**src/rtl/cia_bus_arbiter_pkg.sv**
```systemverilog
// cia_bus_arbiter_pkg: shared FSM states, requester encoding and CIA register map
package cia_bus_arbiter_pkg;

    typedef enum logic [1:0] {IDLE, WAIT_PHI, STROBE, CAPTURE} state_e;

    typedef enum logic {SEL_CPU = 1'b0, SEL_DBG = 1'b1} sel_e;

    localparam logic [3:0] REG_PRA    = 4'h0;
    localparam logic [3:0] REG_PRB    = 4'h1;
    localparam logic [3:0] REG_DDRA   = 4'h2;
    localparam logic [3:0] REG_DDRB   = 4'h3;
    localparam logic [3:0] REG_TALO   = 4'h4;
    localparam logic [3:0] REG_TAHI   = 4'h5;
    localparam logic [3:0] REG_TBLO   = 4'h6;
    localparam logic [3:0] REG_TBHI   = 4'h7;
    localparam logic [3:0] REG_TOD10  = 4'h8;
    localparam logic [3:0] REG_TODSEC = 4'h9;
    localparam logic [3:0] REG_TODMIN = 4'hA;
    localparam logic [3:0] REG_TODHR  = 4'hB;
    localparam logic [3:0] REG_SDR    = 4'hC;
    localparam logic [3:0] REG_ICR    = 4'hD;
    localparam logic [3:0] REG_CRA    = 4'hE;
    localparam logic [3:0] REG_CRB    = 4'hF;

endpackage

```
**src/rtl/cia_bus_arbiter_rr_arb2.sv**
```systemverilog
// rr_arb2: two-way round-robin select; on a tie the requester not granted last wins
module rr_arb2
    import cia_bus_arbiter_pkg::*;
(
    input  logic [1:0] req_i,
    input  sel_e       last_i,
    output logic       valid_o,
    output sel_e       sel_o
);

    always_comb begin
        valid_o = |req_i;
        sel_o   = (&req_i) ? ((last_i == SEL_CPU) ? SEL_DBG : SEL_CPU)
                           : (req_i[1] ? SEL_DBG : SEL_CPU);
    end

endmodule

```
**src/rtl/cia_bus_arbiter.sv**
```systemverilog
// cia_bus_arbiter: shares one CIA bus between a CPU and a debug requester, one phi2-timed access at a time
module cia_bus_arbiter
    import cia_bus_arbiter_pkg::*;
#(
    parameter bit DBG_ICR_READ = 1'b0
) (
    input  logic       clk,
    input  logic       reset_n,
    input  logic       phi2,
    input  logic       cpu_req,
    input  logic       cpu_we,
    input  logic [3:0] cpu_addr,
    input  logic [7:0] cpu_wdata,
    output logic       cpu_ack,
    output logic [7:0] cpu_rdata,
    input  logic       dbg_req,
    input  logic       dbg_we,
    input  logic [3:0] dbg_addr,
    input  logic [7:0] dbg_wdata,
    output logic       dbg_ack,
    output logic [7:0] dbg_rdata,
    output logic       dbg_err,
    output logic       cia_cs_n,
    output logic       cia_rw,
    output logic [3:0] cia_rs,
    output logic [7:0] cia_db_in,
    input  logic [7:0] cia_db_out,
    output logic       busy
);

    state_e     state_q, state_d;
    sel_e       sel_q, sel_d, last_q, last_d, win;
    logic       win_valid, win_we, bypass;
    logic [3:0] win_addr;
    logic [7:0] win_wdata;
    logic       we_q, we_d;
    logic [3:0] addr_q, addr_d;
    logic [7:0] wdata_q, wdata_d;
    logic       cs_n_q, cs_n_d, rw_q, rw_d;
    logic [3:0] rs_q, rs_d;
    logic [7:0] db_in_q, db_in_d;
    logic       cpu_ack_q, cpu_ack_d, dbg_ack_q, dbg_ack_d, dbg_err_q, dbg_err_d;
    logic [7:0] cpu_rdata_q, cpu_rdata_d, dbg_rdata_q, dbg_rdata_d;
    logic       busy_q, busy_d;
    logic [1:0] elig;

    // A requester being acked this cycle still shows its old req; masking it avoids a repeat access.
    assign elig = {dbg_req & ~dbg_ack_q, cpu_req & ~cpu_ack_q};

    rr_arb2 u_rr (
        .req_i   (elig),
        .last_i  (last_q),
        .valid_o (win_valid),
        .sel_o   (win)
    );

    assign win_we    = (win == SEL_DBG) ? dbg_we    : cpu_we;
    assign win_addr  = (win == SEL_DBG) ? dbg_addr  : cpu_addr;
    assign win_wdata = (win == SEL_DBG) ? dbg_wdata : cpu_wdata;
    assign bypass    = (win == SEL_DBG) && !dbg_we && (dbg_addr == REG_ICR) && !DBG_ICR_READ;

    always_comb begin
        state_d     = state_q;
        sel_d       = sel_q;
        last_d      = last_q;
        we_d        = we_q;
        addr_d      = addr_q;
        wdata_d     = wdata_q;
        cs_n_d      = 1'b1;
        rw_d        = 1'b1;
        rs_d        = rs_q;
        db_in_d     = db_in_q;
        cpu_ack_d   = 1'b0;
        dbg_ack_d   = 1'b0;
        dbg_err_d   = 1'b0;
        cpu_rdata_d = cpu_rdata_q;
        dbg_rdata_d = dbg_rdata_q;
        case (state_q)
            IDLE: if (win_valid) begin
                last_d  = win;
                sel_d   = win;
                we_d    = win_we;
                addr_d  = win_addr;
                wdata_d = win_wdata;
                // Blocked ICR reads would clear pending interrupts; answer locally with an error.
                if (bypass) begin
                    dbg_ack_d   = 1'b1;
                    dbg_err_d   = 1'b1;
                    dbg_rdata_d = 8'h00;
                end else begin
                    state_d = WAIT_PHI;
                end
            end
            WAIT_PHI: if (phi2) begin
                cs_n_d  = 1'b0;
                rw_d    = ~we_q;
                rs_d    = addr_q;
                db_in_d = wdata_q;
                state_d = STROBE;
            end
            STROBE: state_d = CAPTURE;
            CAPTURE: begin
                state_d = IDLE;
                if (sel_q == SEL_CPU) begin
                    cpu_ack_d   = 1'b1;
                    cpu_rdata_d = we_q ? cpu_rdata_q : cia_db_out;
                end else begin
                    dbg_ack_d   = 1'b1;
                    dbg_rdata_d = we_q ? dbg_rdata_q : cia_db_out;
                end
            end
            default: state_d = IDLE;
        endcase
        busy_d = (state_d != IDLE);
    end

    always_ff @(posedge clk or negedge reset_n) begin
        if (!reset_n) begin
            state_q     <= IDLE;
            sel_q       <= SEL_CPU;
            last_q      <= SEL_DBG;
            we_q        <= 1'b0;
            addr_q      <= 4'h0;
            wdata_q     <= 8'h00;
            cs_n_q      <= 1'b1;
            rw_q        <= 1'b1;
            rs_q        <= 4'h0;
            db_in_q     <= 8'h00;
            cpu_ack_q   <= 1'b0;
            dbg_ack_q   <= 1'b0;
            dbg_err_q   <= 1'b0;
            cpu_rdata_q <= 8'h00;
            dbg_rdata_q <= 8'h00;
            busy_q      <= 1'b0;
        end else begin
            state_q     <= state_d;
            sel_q       <= sel_d;
            last_q      <= last_d;
            we_q        <= we_d;
            addr_q      <= addr_d;
            wdata_q     <= wdata_d;
            cs_n_q      <= cs_n_d;
            rw_q        <= rw_d;
            rs_q        <= rs_d;
            db_in_q     <= db_in_d;
            cpu_ack_q   <= cpu_ack_d;
            dbg_ack_q   <= dbg_ack_d;
            dbg_err_q   <= dbg_err_d;
            cpu_rdata_q <= cpu_rdata_d;
            dbg_rdata_q <= dbg_rdata_d;
            busy_q      <= busy_d;
        end
    end

    assign cpu_ack   = cpu_ack_q;
    assign cpu_rdata = cpu_rdata_q;
    assign dbg_ack   = dbg_ack_q;
    assign dbg_rdata = dbg_rdata_q;
    assign dbg_err   = dbg_err_q;
    assign cia_cs_n  = cs_n_q;
    assign cia_rw    = rw_q;
    assign cia_rs    = rs_q;
    assign cia_db_in = db_in_q;
    assign busy      = busy_q;

endmodule

```
**config.mk**
```make
export PLATFORM = sky130hd
export DESIGN_NAME = cia_bus_arbiter
export DESIGN_NICKNAME = d
export VERILOG_FILES = /design/src/rtl/cia_bus_arbiter_pkg.sv /design/src/rtl/cia_bus_arbiter_rr_arb2.sv /design/src/rtl/cia_bus_arbiter.sv
export SDC_FILE = /design/constraint.sdc
export NUM_CORES = 1
export LEC_CHECK = 0
export CORE_MARGIN = 5
export CORE_UTILIZATION = 40
export CTS_BUF_LIST = sky130_fd_sc_hd__clkbuf_8 sky130_fd_sc_hd__clkbuf_16
export DETAILED_ROUTE_END_ITERATION = 10
export HOLD_SLACK_MARGIN = 0.06
export PLACE_DENSITY = 0.75
export REMOVE_ABC_BUFFERS = 1
export SYNTH_ARGS = -nofsm -noshare
export SYNTH_HDL_FRONTEND = slang
export SYNTH_SLANG_ARGS = --single-unit
```
**constraint.sdc**
```tcl
create_clock -name clk -period 3.75 [get_ports clk]
set_clock_uncertainty 0.2 [all_clocks]
set_input_delay 0.9375 -clock clk [delete_from_list [all_inputs] [get_ports clk]]
set_output_delay 0.9375 -clock clk [all_outputs]
set_load 0.01 [all_outputs]
```
; Word level (Yosys, flattened, before mapping)
; Cells that the tools add are included.
[word_totals]
elab_cells = 68
out_inout_bits = 34
reg_bits = 51
[op_classes]
bitwise = 6
reduce_logical = 12
n_eq_ne = 8
n_mux = 26
[ops]
columns = cell, n
row1 = $mux W8, 5
row2 = $pmux W8 S2, 1
row3 = $mux W1, 14
row4 = $pmux W2 S4, 1
row5 = $mux W2, 3
row6 = $ne A2 B2 Y1 const B, 3
row7 = $reduce_and A2 Y1, 3
row8 = $reduce_and A5 Y1, 1
row9 = $eq A2 B2 Y1 const B, 2
row10 = $eq A4 B4 Y1 const B, 1
row11 = $mux W4, 1
row12 = $not A1 Y1, 4
row13 = $reduce_bool A2 Y1, 2
row14 = $reduce_and A3 Y1, 1
row15 = $and A1 B1 Y1, 2
row16 = $eq A2 B1 Y1 const B, 1
row17 = $logic_and A1 B1 Y1, 2
row18 = $logic_not A2 Y1, 1
row19 = $ne A2 B1 Y1 const B, 1
row20 = $pmux W1 S2, 1
row21 = $reduce_or A2 Y1, 1
row22 = $logic_not A1 Y1, 1

; Depth between registers and ports, before layout
[logic_depth]
ltp_word = 10
ltp_mapped = 7

; By module
; A second synthesis with hierarchy kept.
[hier_totals]
cells_unflattened = 165
area_unflattened_um2 = 2158.3
[by_module_without_submodules]
columns = mod, cells_each, instances, area_per_inst_um2, seq_area_each_um2
row1 = cia_bus_arbiter, 163, 1, 2144.6, 1280.0
row2 = rr_arb2, 2, 1, 13.8, 0.0

; Worst setup path after synthesis
; OpenSTA, ideal clock, no wires.
[synth_timing]
path_kind = input port to flip-flop
start = input dbg_addr[1]
end = register dbg_rdata_q[3] (netlist: dbg_rdata[3])
path_slack_ns = 1.613
t_arrival_ns = 1.858
path_buffers = 1
stages = 5
path_cell_list = and4b_1 -> nand4b_2 -> a22oi_2 -> buf_6 -> mux2i_1
[synth_via]
elab_chain_cells = 4
[synth_rtl]
columns = item, line
row1 = from (decl), cia_bus_arbiter.sv:18  ; input logic [3:0] dbg_addr,
row2 = $eq A4 B4 Y1, cia_bus_arbiter.sv:60  ; assign bypass = (win == SEL_DBG) && !dbg_we && (dbg_addr == REG_ICR) && !DBG_ICR_READ;
row3 = $logic_and A1 B1 Y1, cia_bus_arbiter.sv:60
row4 = $ne A2 B2 Y1 (no line), -
row5 = $reduce_and A5 Y1 (no line), -
row6 = to (signal assigned), cia_bus_arbiter.sv:150  ; dbg_rdata_q <= dbg_rdata_d;
row7 = to (decl), cia_bus_arbiter.sv:43  ; logic [7:0] cpu_rdata_q, cpu_rdata_d, dbg_rdata_q, dbg_rdata_d;
; No other way between the ends.
; A chain may end at the register's enable or synchronous reset.

; Worst setup path in the final report
[layout_timing]
start = input dbg_addr[2]
end = register dbg_rdata_q[6] (netlist: dbg_rdata[6])
; Same word-level chain as after synthesis.

==> run_results.csv <==
group,metric,value,unit
pwr,power_switching,0.758,mW
hold_path,hold_class,"reg2reg",
timing,relSlewSlack,24.5,%
worst_setup_path,cp_slowest_cell,"a22oi_2",
floorplan,die_width,84.7,um
pwr,vdd_ir_drop_max,0.340,mV
placement,pre_cts_ws,0.759,ns
timing,finalSetupViolCount,0,
yosys,synthCells,181,
worst_setup_path,end_kind,"flop",
flow_run,drv_cap,0,
placement,io_buffers,72,
grt,grt_antenna_before_repair,0,
clocking,clk_path_buf_depth,2,
grt,grt_util_all_layers,13.6,%
clocking,cts_resized,0,
floorplan,io_pins,73,
worst_setup_path,rr_worst_depth,4,
placement,gp_congestion,0.786,
clocking,root_buffer,"clkbuf_8",
layout,drive_gt1_share,15.3,%
worst_setup_path,cp_max_fo,8,
yosys,synth.avg_cell_area,12.3,um2
layout,fill_cells,493,
routing,via_per_inst,4.73,
routing,drt_wl_total,4660,um
timing,finalMaxSlewViolations,0,
timing,hold_viol,0,
floorplan,core,0.00547,mm2
yosys,synth_seq_cells,51,
grt,grt_overflow_total,0,
timing,fin_ws,1.12,ns
timing,worstMarginPinSlew,1.13,ns
clocking,cts_htree_levels,2,
routing,drc,0,
yosys,netlist_area,0.00223,mm2
timing,fin_crit,2.63,ns
routing,first_pass_iters,3,
clocking,clock_sinks,51,
clocking,numCtsBuffers,5,
clocking,clkSlewWorstSetupHoldPaths,0.09,ns
layout,seq_area,0.00128,mm2
floorplan,fp.dieH,84.7,um
floorplan,die_area,0.00717,mm2
pwr,sw_frac_of_total,33.4,%
floorplan,initial_core_util,40.7,%
yosys,yosys_warnings,0,
pwr,p_per_area,736,mW/mm2
pwr,intPower,1.51,mW
worst_setup_path,critPathArrivalTime,2.65,ns
pwr,p_leak,1.36,nW
worst_setup_path,worstPathRequired,3.77,ns
grt,grt_pass1_wl,7830,um
timing,setup-tns-final,0,ns
yosys,synth_cell_type_count,31,
pwr,totalPowerFinal,2.27,mW
worst_setup_path,slowest_delay,0.57,ns
timing,min_period_over_period,70.2,%
clocking,post_cts_buffers,0,
floorplan,rows,27,
routing,post_drt_wl_per_cell,14.3,um
worst_setup_path,cp-start-kind,"primary input",
layout,nets,298,
routing,drtIter0Drc,70,
yosys,ys_seq_area_share,57.4,%
routing,ant_nets,0,
pwr,seqPwrFrac,41.5,%
clocking,hold_buffers,0,
worst_setup_path,path_cells,"clkdlybuf4s50_1 -> and4b_1 -> nand4b_2 -> a22oi_2 -> mux2i_1",
worst_setup_path,path_class,"in2reg",
timing,rsz0062_at_grt,"no",
layout,multiInputGateArea,862,um2
pwr,clkPwrFrac,13.4,%
placement,hpwl,3420,um
hold_path,holdPathStages,2,
layout,syn_to_final_growth,38.2,%
grt,grt_start_max_net_pins,52,
timing,fmax,0.380,GHz
routing,vias,1547,
layout,diodes,0,
grt,grt_pass1_vias,1620,
pwr,p_comb_share,45.1,%
clocking,clkLatencyLatePin,0.30,ns
clocking,cts_tree,"built",
timing,hold_slack,0.281,ns
run_status,status,"complete, no violations",
layout make-up:
cell class	count	area share, %
Clock buffer	5	2.23
Clock inverter	3	0.487
Inverter	11	1.34
Multi-Input combinational cell	112	28.0
Sequential cell	51	41.6
Tap cell	72	2.92
Timing Repair Buffer	73	23.5
layout by cell type, fill, tap and decap left out, drive strengths merged, types with 2 or more instances in the layout:
| cell | n |
|---|---|
| clkdlybuf4s50 | 71 |
| dfrtp | 48 |
| nand2 | 24 |
| mux2i | 21 |
| mux2 | 20 |
| o21ai | 16 |
| inv | 11 |
| nor2b | 5 |
| ha | 5 |
| clkbuf | 5 |
| nor2 | 4 |
| dfstp | 3 |
| clkinv | 3 |
| nand3b | 2 |
| a22o | 2 |
| buf | 2 |
worst paths after layout:
| check | slack [ns] | start | end |
|---|---|---|---|
| worst min register to register | 0.28 | wdata_q[2]$_DFFE_PN0P_ | wdata_q[2]$_DFFE_PN0P_ |
| min in group asynchronous | 0.65 | reset_n | wdata_q[0]$_DFFE_PN0P_ |
| worst max-delay path | 1.12 | dbg_addr[2] | dbg_rdata[6]$_DFFE_PN0P_ |
| worst max register to register | 1.31 | state_q[0]$_DFF_PN0_ | cpu_rdata[7]$_DFFE_PN0P_ |
| max in group asynchronous | 2.01 | reset_n | dbg_rdata[5]$_DFFE_PN0P_ |
| worst min-delay path | 0.28 | wdata_q[2]$_DFFE_PN0P_ | wdata_q[2]$_DFFE_PN0P_ |
cell usage after synthesis:
master,n,area share [%]
and3_1,1,0.28
nand3_1,1,0.22
o21ai_1,3,0.67
and2_1,1,0.28
nand2_1,23,3.9
a311oi_1,1,0.39
or2_2,1,0.28
a22o_1,2,0.79
nand3b_1,2,0.67
and2b_4,1,0.45
dfstp_2,3,3.5
a21oi_1,1,0.22
nor2_1,4,0.67
nand4b_2,1,0.67
a32oi_1,1,0.39
buf_6,2,1.0
mux2i_1,21,9.4
o21ai_2,1,0.39
mux2_2,20,10
a31oi_1,1,0.28
dfrtp_1,48,54
nor2b_1,5,1.4
o32ai_1,1,0.39
ha_1,5,2.8
and4b_1,1,0.45
nand2_2,1,0.28
a22oi_2,1,0.56
clkbuf_1,1,0.17
o21ai_0,12,2.7
inv_1,11,1.9
buf_2,4,0.90
metrics by stage:
step,utilization [%],area (um2),instances
after floorplan,-,2180,174
after detailed placement,54.8,3000,319
after CTS,56.3,3080,327
after global routing,56.3,3080,327
after global placement,54.8,3000,319
final,56.3,3080,327
critical path, delay by kind of cell:
kind                   cells  cell delay (ns)
and+or+nand+nor            2             0.40
buffers and inverters      1             0.47
AOI/OAI and AO/OA          1             0.57
muxes                      1             0.26
metal layers:
metal / GRT usage (%) / wire length (um)
met1: 17.3 / 1990
met2: 22.8 / 2410
met3: 3.53 / 230
met4: 4.32 / 31
met5: 0 / 0
power by group through the flow:
| stage | Combinational (mW) | Sequential [mW] | Clock, mW |
|---|---|---|---|
| after global placement | 1.02 | 0.943 | 0 |
| after detailed placement | 1.04 | 0.951 | 0 |
| after floorplan | 0.472 | 1.01 | 0 |
| after CTS | 1.04 | 0.943 | 0.315 |
| after global routing | 1.12 | 0.976 | 0.340 |
| final | 1.02 | 0.942 | 0.304 |
cells by family (layout without fill, tap and decap cells):
family | after synthesis | count (layout) | synth area share [%]
DFF | 51 | 51 | 57.4
and+or+nand+nor | 42 | 42 | 9.54
muxes | 41 | 41 | 19.5
AOI/OAI and AO/OA | 24 | 24 | 6.79
buffers and inverters | 18 | 92 | 3.93
adders and majority gates | 5 | 5 | 2.81
flip-flops by register name, indices dropped and copies added (netlist names):
signal	flops
dbg_rdata	8
cia_rw	1
busy	1
last_q	1
cpu_rdata	8
wdata_q	8
sel_q	1
dbg_err	1
addr_q	4
cia_db_in	8
we_q	1
cpu_ack	1
state_q	2
dbg_ack	1
cia_rs	4
cia_cs_n	1
Note: power is estimated with default switching activity, not from simulation.
